### src/rtl/m1_pkg.sv
// Shared types and helpers for the m1 result checker.
// Frame beat states, beat indices and the byte-swap used on hash words.
package m1_pkg;

    typedef enum logic [1:0] {
        WAIT0 = 2'd0,
        WAIT1 = 2'd1,
        WAIT2 = 2'd2,
        WAIT3 = 2'd3
    } frame_st_t;

    localparam logic [1:0] BEAT_H0 = 2'd0;
    localparam logic [1:0] BEAT_H6 = 2'd2;
    localparam logic [1:0] BEAT_H7 = 2'd3;

    function automatic logic [31:0] bswap32(input logic [31:0] x);
        return {x[7:0], x[15:8], x[23:16], x[31:24]};
    endfunction

endpackage

### src/rtl/m1_res_fifo.sv
// Synchronous result FIFO with count and overflow strobe.
// Full push+pop performs both; a pop on empty is ignored.
module m1_res_fifo
    import m1_pkg::*;
#(
    parameter int DEPTH = 4,
    parameter int W     = 32,
    parameter int CW    = $clog2(DEPTH) + 1
) (
    input  logic          clk,
    input  logic          rst_n,
    input  logic          i_push,
    input  logic [W-1:0]  i_data,
    input  logic          i_pop,
    output logic [W-1:0]  o_data,
    output logic          o_empty,
    output logic          o_full,
    output logic [CW-1:0] o_count,
    output logic          o_ovf
);

    localparam int AW = $clog2(DEPTH);

    logic [W-1:0]  r_mem [DEPTH];
    logic [AW-1:0] r_wp;
    logic [AW-1:0] r_rp;
    logic [CW-1:0] r_cnt;
    logic [W-1:0]  r_hold;
    logic          w_empty;
    logic          w_full;
    logic          w_push;
    logic          w_pop;

    assign w_empty = (r_cnt == '0);
    assign w_full  = (r_cnt == CW'(DEPTH));
    assign w_pop   = i_pop && !w_empty;
    assign w_push  = i_push && (!w_full || w_pop);

    always_ff @(posedge clk or negedge rst_n) begin
        if (!rst_n) begin
            for (int i = 0; i < DEPTH; i++) begin
                r_mem[i] <= '0;
            end
            r_wp   <= '0;
            r_rp   <= '0;
            r_cnt  <= '0;
            r_hold <= '0;
        end else begin
            if (w_push) begin
                r_mem[r_wp] <= i_data;
                r_wp        <= r_wp + 1'b1;
            end
            if (w_pop) begin
                r_rp   <= r_rp + 1'b1;
                r_hold <= r_mem[r_rp];
            end
            if (w_push && !w_pop) begin
                r_cnt <= r_cnt + 1'b1;
            end else if (w_pop && !w_push) begin
                r_cnt <= r_cnt - 1'b1;
            end
        end
    end

    // Once drained, keep showing the entry that was popped last.
    assign o_data  = w_empty ? r_hold : r_mem[r_rp];
    assign o_empty = w_empty;
    assign o_full  = w_full;
    assign o_count = r_cnt;
    assign o_ovf   = i_push && w_full && !w_pop;

endmodule

### config.mk
export PLATFORM = sky130hd
export DESIGN_NAME = m1_res_fifo
export DESIGN_NICKNAME = d
export VERILOG_FILES = /design/src/rtl/m1_pkg.sv /design/src/rtl/m1_res_fifo.sv
export SDC_FILE = /design/constraint.sdc
export NUM_CORES = 1
export LEC_CHECK = 0
export ABC_AREA = 1
export CAP_MARGIN = 0
export CORE_AREA = 2 2 146 148
export DETAILED_ROUTE_END_ITERATION = 16
export DIE_AREA = 0 0 148 150
export HOLD_SLACK_MARGIN = 0.02
export PLACE_DENSITY_LB_ADDON = 0.2
export SLEW_MARGIN = 20
export SYNTH_ARGS = -nofsm -noshare
export SYNTH_HDL_FRONTEND = slang
export SYNTH_SLANG_ARGS = --single-unit
### constraint.sdc
create_clock -name clk -period 1.85 [get_ports clk]
set_input_delay 0.37 -clock clk [delete_from_list [all_inputs] [get_ports clk]]
set_output_delay 0.37 -clock clk [all_outputs]
set_load 0.03 [all_outputs]
==> results of run 1 <==
cell type report:
cell class | count | area [sq um] | share of cell area (%)
inverter | 12 | 57.6 | 0.520
tap | 275 | 344 | 3.11
clock inverter | 14 | 173 | 1.56
multi-input combinational | 771 | 4160 | 37.6
timing repair buffer | 153 | 1720 | 15.5
clock buffer | 18 | 439 | 3.97
sequential | 167 | 4180 | 37.8
metal layers:
layer | GRT usage (%) | wire (um) | part of all wire [%]
met5 | 0 | 0 | 0
met3 | 3.99 | 1300 | 5.1
met1 | 31.7 | 11500 | 45
met2 | 36.7 | 12100 | 48
met4 | 7.10 | 449 | 1.8
registers in the layout, indices dropped and copies added (netlist names):
name / count
r_rp: 2
o_count: 3
r_wp: 2
r_mem: 128
r_hold: 32
Yosys cell counts:
library cell and instances:
buf_1 15, buf_2 54, buf_4 4, buf_6 2, clkbuf_1 16, clkbuf_2 1, dfrtp_1 167, fa_1 1
ha_1 5, inv_1 12, nand2_1 494, nand3_1 66, nand3_2 4, nand3_4 1, nand4_1 128, nor2_1 1
nor2_2 1, nor3_1 1, o21ai_0 64, o21ai_1 1, xnor2_1 2, xor2_1 2
critical path: cells and delay by family, from the launching register on:
family                 cells  cell delay (ns)
AO/OA/AOI/OAI              1             0.16
buffers and inverters      4             0.52
flip-flops                 1             0.44
AND/OR/NAND/NOR            3             0.19
worst max path at each step:
stage	startpoint	slack, ns	to
CTS	r_rp[0]	-0.30	o_data[22]
global route	r_rp[0]	-0.33	o_data[14]
floorplan	r_rp[0]	-0.14	o_data[16]
finish	r_rp[0]	-0.27	o_data[14]
global placement	i_pop	-0.22	o_count[2]
detailed placement	i_pop	-0.23	o_count[2]
power groups by stage:
stage	sequential, mW	clock (mW)	combinational (mW)
4_1_cts	6.26	3.76	12.5
6_report	6.31	3.72	13.5
2_1_floorplan	6.15	0	6.80
3_5_place_dp	6.29	0	10.4
5_1_grt	6.51	3.92	14.5
3_3_place_gp	6.23	0	10.3
cells by family (layout without fill, tap and decap cells):
logic type,Yosys count,in the layout,share of synthesized area (%)
AND/OR/NAND/NOR,696,696,37.4
flip-flops,167,167,51.2
buffers and inverters,104,197,5.99
XOR/XNOR,4,4,0.429
AO/OA/AOI/OAI,65,65,3.98
adder cells (fa/ha/maj),6,6,1.01
what timing repair did:
item | 4_1_cts | 5_1_grt
pin swaps | 22 | 39
endpoints found under the setup margin | 38 | 66
gates resized for setup | 142 | 75
gates cloned | 6 | 4
setup buffers | 11 | 12
endpoints found under the hold margin | 63 | 0
hold buffers | 1 | 0
==> impl_metrics.env, run 1 <==
export IMPL_status="finished, violations left"
export IMPL_violations="negative setup slack"
export IMPL_worst_setup_path_start_kind="flop"
export IMPL_cap_violations=0
export IMPL_grtUsageTotal_pct=22.9
export IMPL_comb_power_share_pct=57.3
export IMPL_max_freq_ghz=0.472
export IMPL_start_util_pct=39.5
export IMPL_leakage_nw=5.37
export IMPL_grt_pass1_vias=7259
export IMPL_power_frac_seq_pct=26.8
export IMPL_p_sw_share_pct=45.2
export IMPL_gp_congestion=0.767
export IMPL_power_frac_clock_pct=15.8
export IMPL_fin_crit_sh_pct=115
export IMPL_cpPeakStageDelay_ns=0.44
export IMPL_final_nets=1164
export IMPL_crit_type="reg -> out"
export IMPL_p_per_area_nw_per_um2=2120
export IMPL_clk_path_buf_depth=2
export IMPL_via_per_inst=5.38
export IMPL_grt_overflow=0
export IMPL_die_h_um=150
export IMPL_clkSlewWorstSetupHoldPaths_ns=0.07
export IMPL_cts_tree="yes"
export IMPL_cp_end_kind="primary output"
export IMPL_relSlewSlack_pct=57.0
export IMPL_yosys_warnings=0
export IMPL_final_cell_mix="433 x nand2_1, 163 x dfrtp_1, 128 x nand4_1"
export IMPL_cp_arrival_ns=1.75
export IMPL_grt_max_degree=105
export IMPL_ys_ff_latch=167
export IMPL_postSynthAreaPerCell_sq_um=7.84
export IMPL_grt_setup_unrepaired="yes"
export IMPL_hp_class="in -> reg"
export IMPL_final_cells=1410
export IMPL_synth_seq_area_share_pct=51.2
export IMPL_worstMarginPinSlew_ns=0.645
export IMPL_layout_min_cycle_time_ns=2.12
export IMPL_drt_antenna_violating_nets=0
export IMPL_drc=0
export IMPL_postLayoutCoreUtil_pct=53.5
export IMPL_fin_ws_ns=-0.270
export IMPL_areaGrowthSynthToFinish_pct=35.5
export IMPL_vias=7587
export IMPL_slowest_stage="dfrtp_2"
export IMPL_io_buffer_count=73
export IMPL_place_ws_ns=-0.232
export IMPL_wl_per_cell_um=18.0
export IMPL_hp_start="i_push"
export IMPL_intPower_mw=12.9
export IMPL_cts_root_buf="clkbuf_16"
export IMPL_slew_viol_final=0
export IMPL_p_sw_mw=10.6
export IMPL_hold_worst_slack_ns=0.295
export IMPL_crit_chain="clkinv_4 -> buf_6 -> buf_12 -> nand2_2 -> nand3_2 -> nand2_2 -> o21ai_2 -> buf_6"
export IMPL_antenna_cells=0
export IMPL_cts_sinks=167
export IMPL_setup_violations=34
export IMPL_netlist_area_sq_um=8170
export IMPL_p_total_mw=23.5
export IMPL_cp_max_fo=8
export IMPL_drt_wl_total_um=25400
export IMPL_ios=74
export IMPL_tns_ns=-7.51
export IMPL_synthCells=1042
export IMPL_fp_dieW_um=148
export IMPL_drt_initial_drc_count=720
export IMPL_synth_top_area_share_pct=51.2
export IMPL_stdcell_area_sq_um=11100
export IMPL_cts_buffers=17
export IMPL_clock_latency_ns=0.44
export IMPL_placed_cell_area_sq_um=9300
export IMPL_firstDrtPassIters=6
export IMPL_r2r_start="o_count[2]"
export IMPL_core_area_sq_um=20700
export IMPL_drive_above_1_share_pct=26.6
export IMPL_dp_cells=1347
export IMPL_grt_pass1_wl_um=39600
export IMPL_antenna_found_initial=0
export IMPL_hold_viol=0
export IMPL_dp_hpwl_um=14700
export IMPL_num_fill_cells=1929
export IMPL_ys_types=22
export IMPL_irDropWorstVdd_uv=805
export IMPL_clock_skew_final_ns=0.0112
export IMPL_num_rows=53
export IMPL_whs_endpoint="r_mem[51]"
export IMPL_ff2ff_path_depth=11
export IMPL_synth_area_leaders="dfrtp_1 51%, nand2_1 23%, nand4_1 9.8%"
export IMPL_final_common_cell="nand2_1"
export IMPL_htreeDepth=4
export IMPL_critical_path_required_ns=1.48
export IMPL_worstReg2RegEnd="o_count[2]"
export IMPL_synth_top_area_cell="dfrtp_1"
export IMPL_hold_path_depth=3
export IMPL_syn_nets=1084
export IMPL_dieArea_sq_um=22200
export IMPL_worst_r2r_setup_slack_ns=0.01
No activity file was read; power rests on OpenSTA's default activity.
==> run 2, diff against run 1 <==
- ABC_AREA: 1 -> default
- CORE_AREA: 2 2 146 148 -> 2 2 141 143
- DIE_AREA: 0 0 148 150 -> 0 0 143 145
==> impl_metrics.env, run 2 <==
export IMPL_status="finished, violations left"
export IMPL_violations="negative setup slack"
export IMPL_cpPeakStageDelay_ns=0.51
export IMPL_grtUsageTotal_pct=16.8
export IMPL_ios=74
export IMPL_synth_seq_area_share_pct=55.2
export IMPL_final_cells=870
export IMPL_final_common_cell="mux2_4"
export IMPL_irDropWorstVdd_uv=1300
export IMPL_io_buffer_count=73
export IMPL_gp_congestion=0.636
export IMPL_clock_latency_ns=0.43
export IMPL_syn_nets=493
export IMPL_cp_num_buf_inv=4
export IMPL_relSlewSlack_pct=77.2
export IMPL_num_rows=51
export IMPL_final_nets=634
export IMPL_wl_per_cell_um=22.9
export IMPL_final_cell_mix="165 x mux2_4, 162 x dfrtp_1, 38 x buf_6"
export IMPL_synth_simple_gate_area_share_pct=1.44
export IMPL_yosys_warnings=0
export IMPL_leakage_nw=4.86
export IMPL_p_total_mw=24.2
export IMPL_drc=0
export IMPL_largest_register="r_mem"
export IMPL_synth_top_area_cell="dfrtp_1"
export IMPL_synthMuxAreaShare_pct=38.4
export IMPL_postSynthAreaPerCell_sq_um=16.8
export IMPL_htreeDepth=4
export IMPL_layout_min_cycle_time_ns=2.53
export IMPL_cts_tree="yes"
export IMPL_fin_crit_sh_pct=137
export IMPL_hp_class="in -> async"
export IMPL_synthAdderAreaFrac_pct=1.09
export IMPL_slew_viol_final=0
export IMPL_synth_xor_area_share_pct=0.694
export IMPL_cpLargestDelayFamily="multiplexers"
export IMPL_worst_setup_path_start_kind="flop"
export IMPL_core_area_sq_um=19200
export IMPL_synthCells=451
export IMPL_clk_path_buf_depth=2
export IMPL_critical_path_required_ns=1.48
export IMPL_cts_buffers=17
export IMPL_antenna_cells=0
export IMPL_largest_reg_flops=128
export IMPL_crit_type="reg -> out"
export IMPL_async_reset_ff_share_pct=100
export IMPL_tns_ns=-38.02
export IMPL_dp_cells=792
export IMPL_clock_skew_final_ns=0.00914
export IMPL_crit_chain="buf_6 -> clkbuf_16 -> buf_6 -> mux4_2 -> mux2_4 -> buf_6"
export IMPL_areaGrowthSynthToFinish_pct=44.7
export IMPL_fp_dieW_um=143
export IMPL_via_per_inst=5.15
export IMPL_antenna_found_initial=0
export IMPL_dieArea_sq_um=20700
export IMPL_fin_ws_ns=-0.681
export IMPL_grt_pass1_wl_um=26400
export IMPL_drt_antenna_violating_nets=0
export IMPL_cp_arrival_ns=2.16
export IMPL_cts_root_buf="clkbuf_16"
export IMPL_grt_max_degree=60
export IMPL_start_util_pct=39.4
export IMPL_die_h_um=145
export IMPL_firstDrtPassIters=4
export IMPL_synth_top_family_by_area="multiplexers"
export IMPL_synthTopCellsByCount="194 x mux2_2, 167 x dfrtp_1, 32 x mux4_2, 13 x buf_6, 7 x buf_4"
export IMPL_stdcell_area_sq_um=11000
export IMPL_clkSlewWorstSetupHoldPaths_ns=0.07
export IMPL_grt_overflow=0
export IMPL_synth_compound_area_share_pct=0
export IMPL_hold_worst_slack_ns=0.398
export IMPL_cap_violations=0
export IMPL_synth_enable_flop_cells=0
export IMPL_p_per_area_nw_per_um2=2210
export IMPL_dp_hpwl_um=10500
export IMPL_synth_top_area_share_pct=55.2
export IMPL_synthFlopType="dfrtp_1"
export IMPL_vias=4480
export IMPL_cts_sinks=167
export IMPL_yosysMostFrequentCell="mux2_2"
export IMPL_ys_ff_latch=167
export IMPL_setup_violations=180
export IMPL_max_freq_ghz=0.395
export IMPL_worstMarginPinSlew_ns=0.342
export IMPL_grt_pass1_vias=4815
export IMPL_hold_viol=0
export IMPL_drt_initial_drc_count=221
export IMPL_drt_wl_total_um=19900
export IMPL_slowest_stage="mux4_2"
export IMPL_placed_cell_area_sq_um=8890
export IMPL_cp_max_fo=6
export IMPL_critPathMostFrequentCell="buf_6"
export IMPL_netlist_area_sq_um=7570
export IMPL_grt_setup_unrepaired="yes"
export IMPL_cp_end_kind="primary output"
export IMPL_synth_area_leaders="dfrtp_1 55%, mux2_2 29%, mux4_2 9.5%"
export IMPL_ys_types=21
export IMPL_drive_above_1_share_pct=63.5
run 2: cell types whose count changed after synthesis, sizes merged, moves of 32 or more:
cell   change
o21ai     -65
nand3     -71
mux2     +194
nand2    -490
mux4      +32
buf       -50
nand4    -128
run 2: worst paths after layout:
path	start	endpoint	slack (ns)	depth (start not counted)
max	r_rp[0]	o_data[31]	-0.68	6
min in group clk	r_hold[29]	r_hold[29]	0.51	1
min	rst_n	r_mem[112]	0.40	2
min reg2reg	r_hold[29]	r_hold[29]	0.51	1
max in group asynchronous	rst_n	o_count[1]	0.80	3
max reg2reg	o_count[2]	o_count[2]	-0.29	10
run 2: area by class of cell:
type	count	area [sq um]
flip-flops and latches	167	4190
clock buffers	21	450
fillers	1483	8250
repair buffers	149	2000
well taps	265	332
inverters	3	11.3
clock inverters	11	148
multi-input cells	254	3830
run 2: kinds of logic after synthesis:
| group | after synthesis |
|---|---|
| fa+ha+maj | 6 |
| mux | 226 |
| buf+inv | 30 |
| xor+xnor | 6 |
| flops | 167 |
| simple gates | 16 |
run 2: through the flow:
| stage | setup slack [ns] | util, % |
|---|---|---|
| floorplan | -0.339 | - |
| global placement | -0.592 | 46.3 |
| detailed placement | -0.624 | 46.3 |
| CTS | -0.716 | 50.3 |
| global route | -0.746 | 57.0 |
| finish | -0.681 | 57.0 |
run 2: power breakdown:
group | switching [mW] | leakage (nW) | internal, mW
clock network | 1.48 | 0.280 | 2.16
logic | 5.61 | 2.60 | 8.24
registers | 1.10 | 1.98 | 5.58
total | 8.20 | 4.86 | 16.0
run 2: per-layer routing:
layer	wire length [um]	track usage [%]
met2	9940	27.6
met4	219	4.85
met1	9220	22.3
met3	533	3.73
met5	0	0
run 2: timing repair:
action,4_1_cts,5_1_grt
pin swaps,6,12
endpoints found under the hold margin,29,0
hold buffers,1,0
resized for setup,118,305
cloned,1,17
setup buffers,5,27
endpoints found under the setup margin,72,196
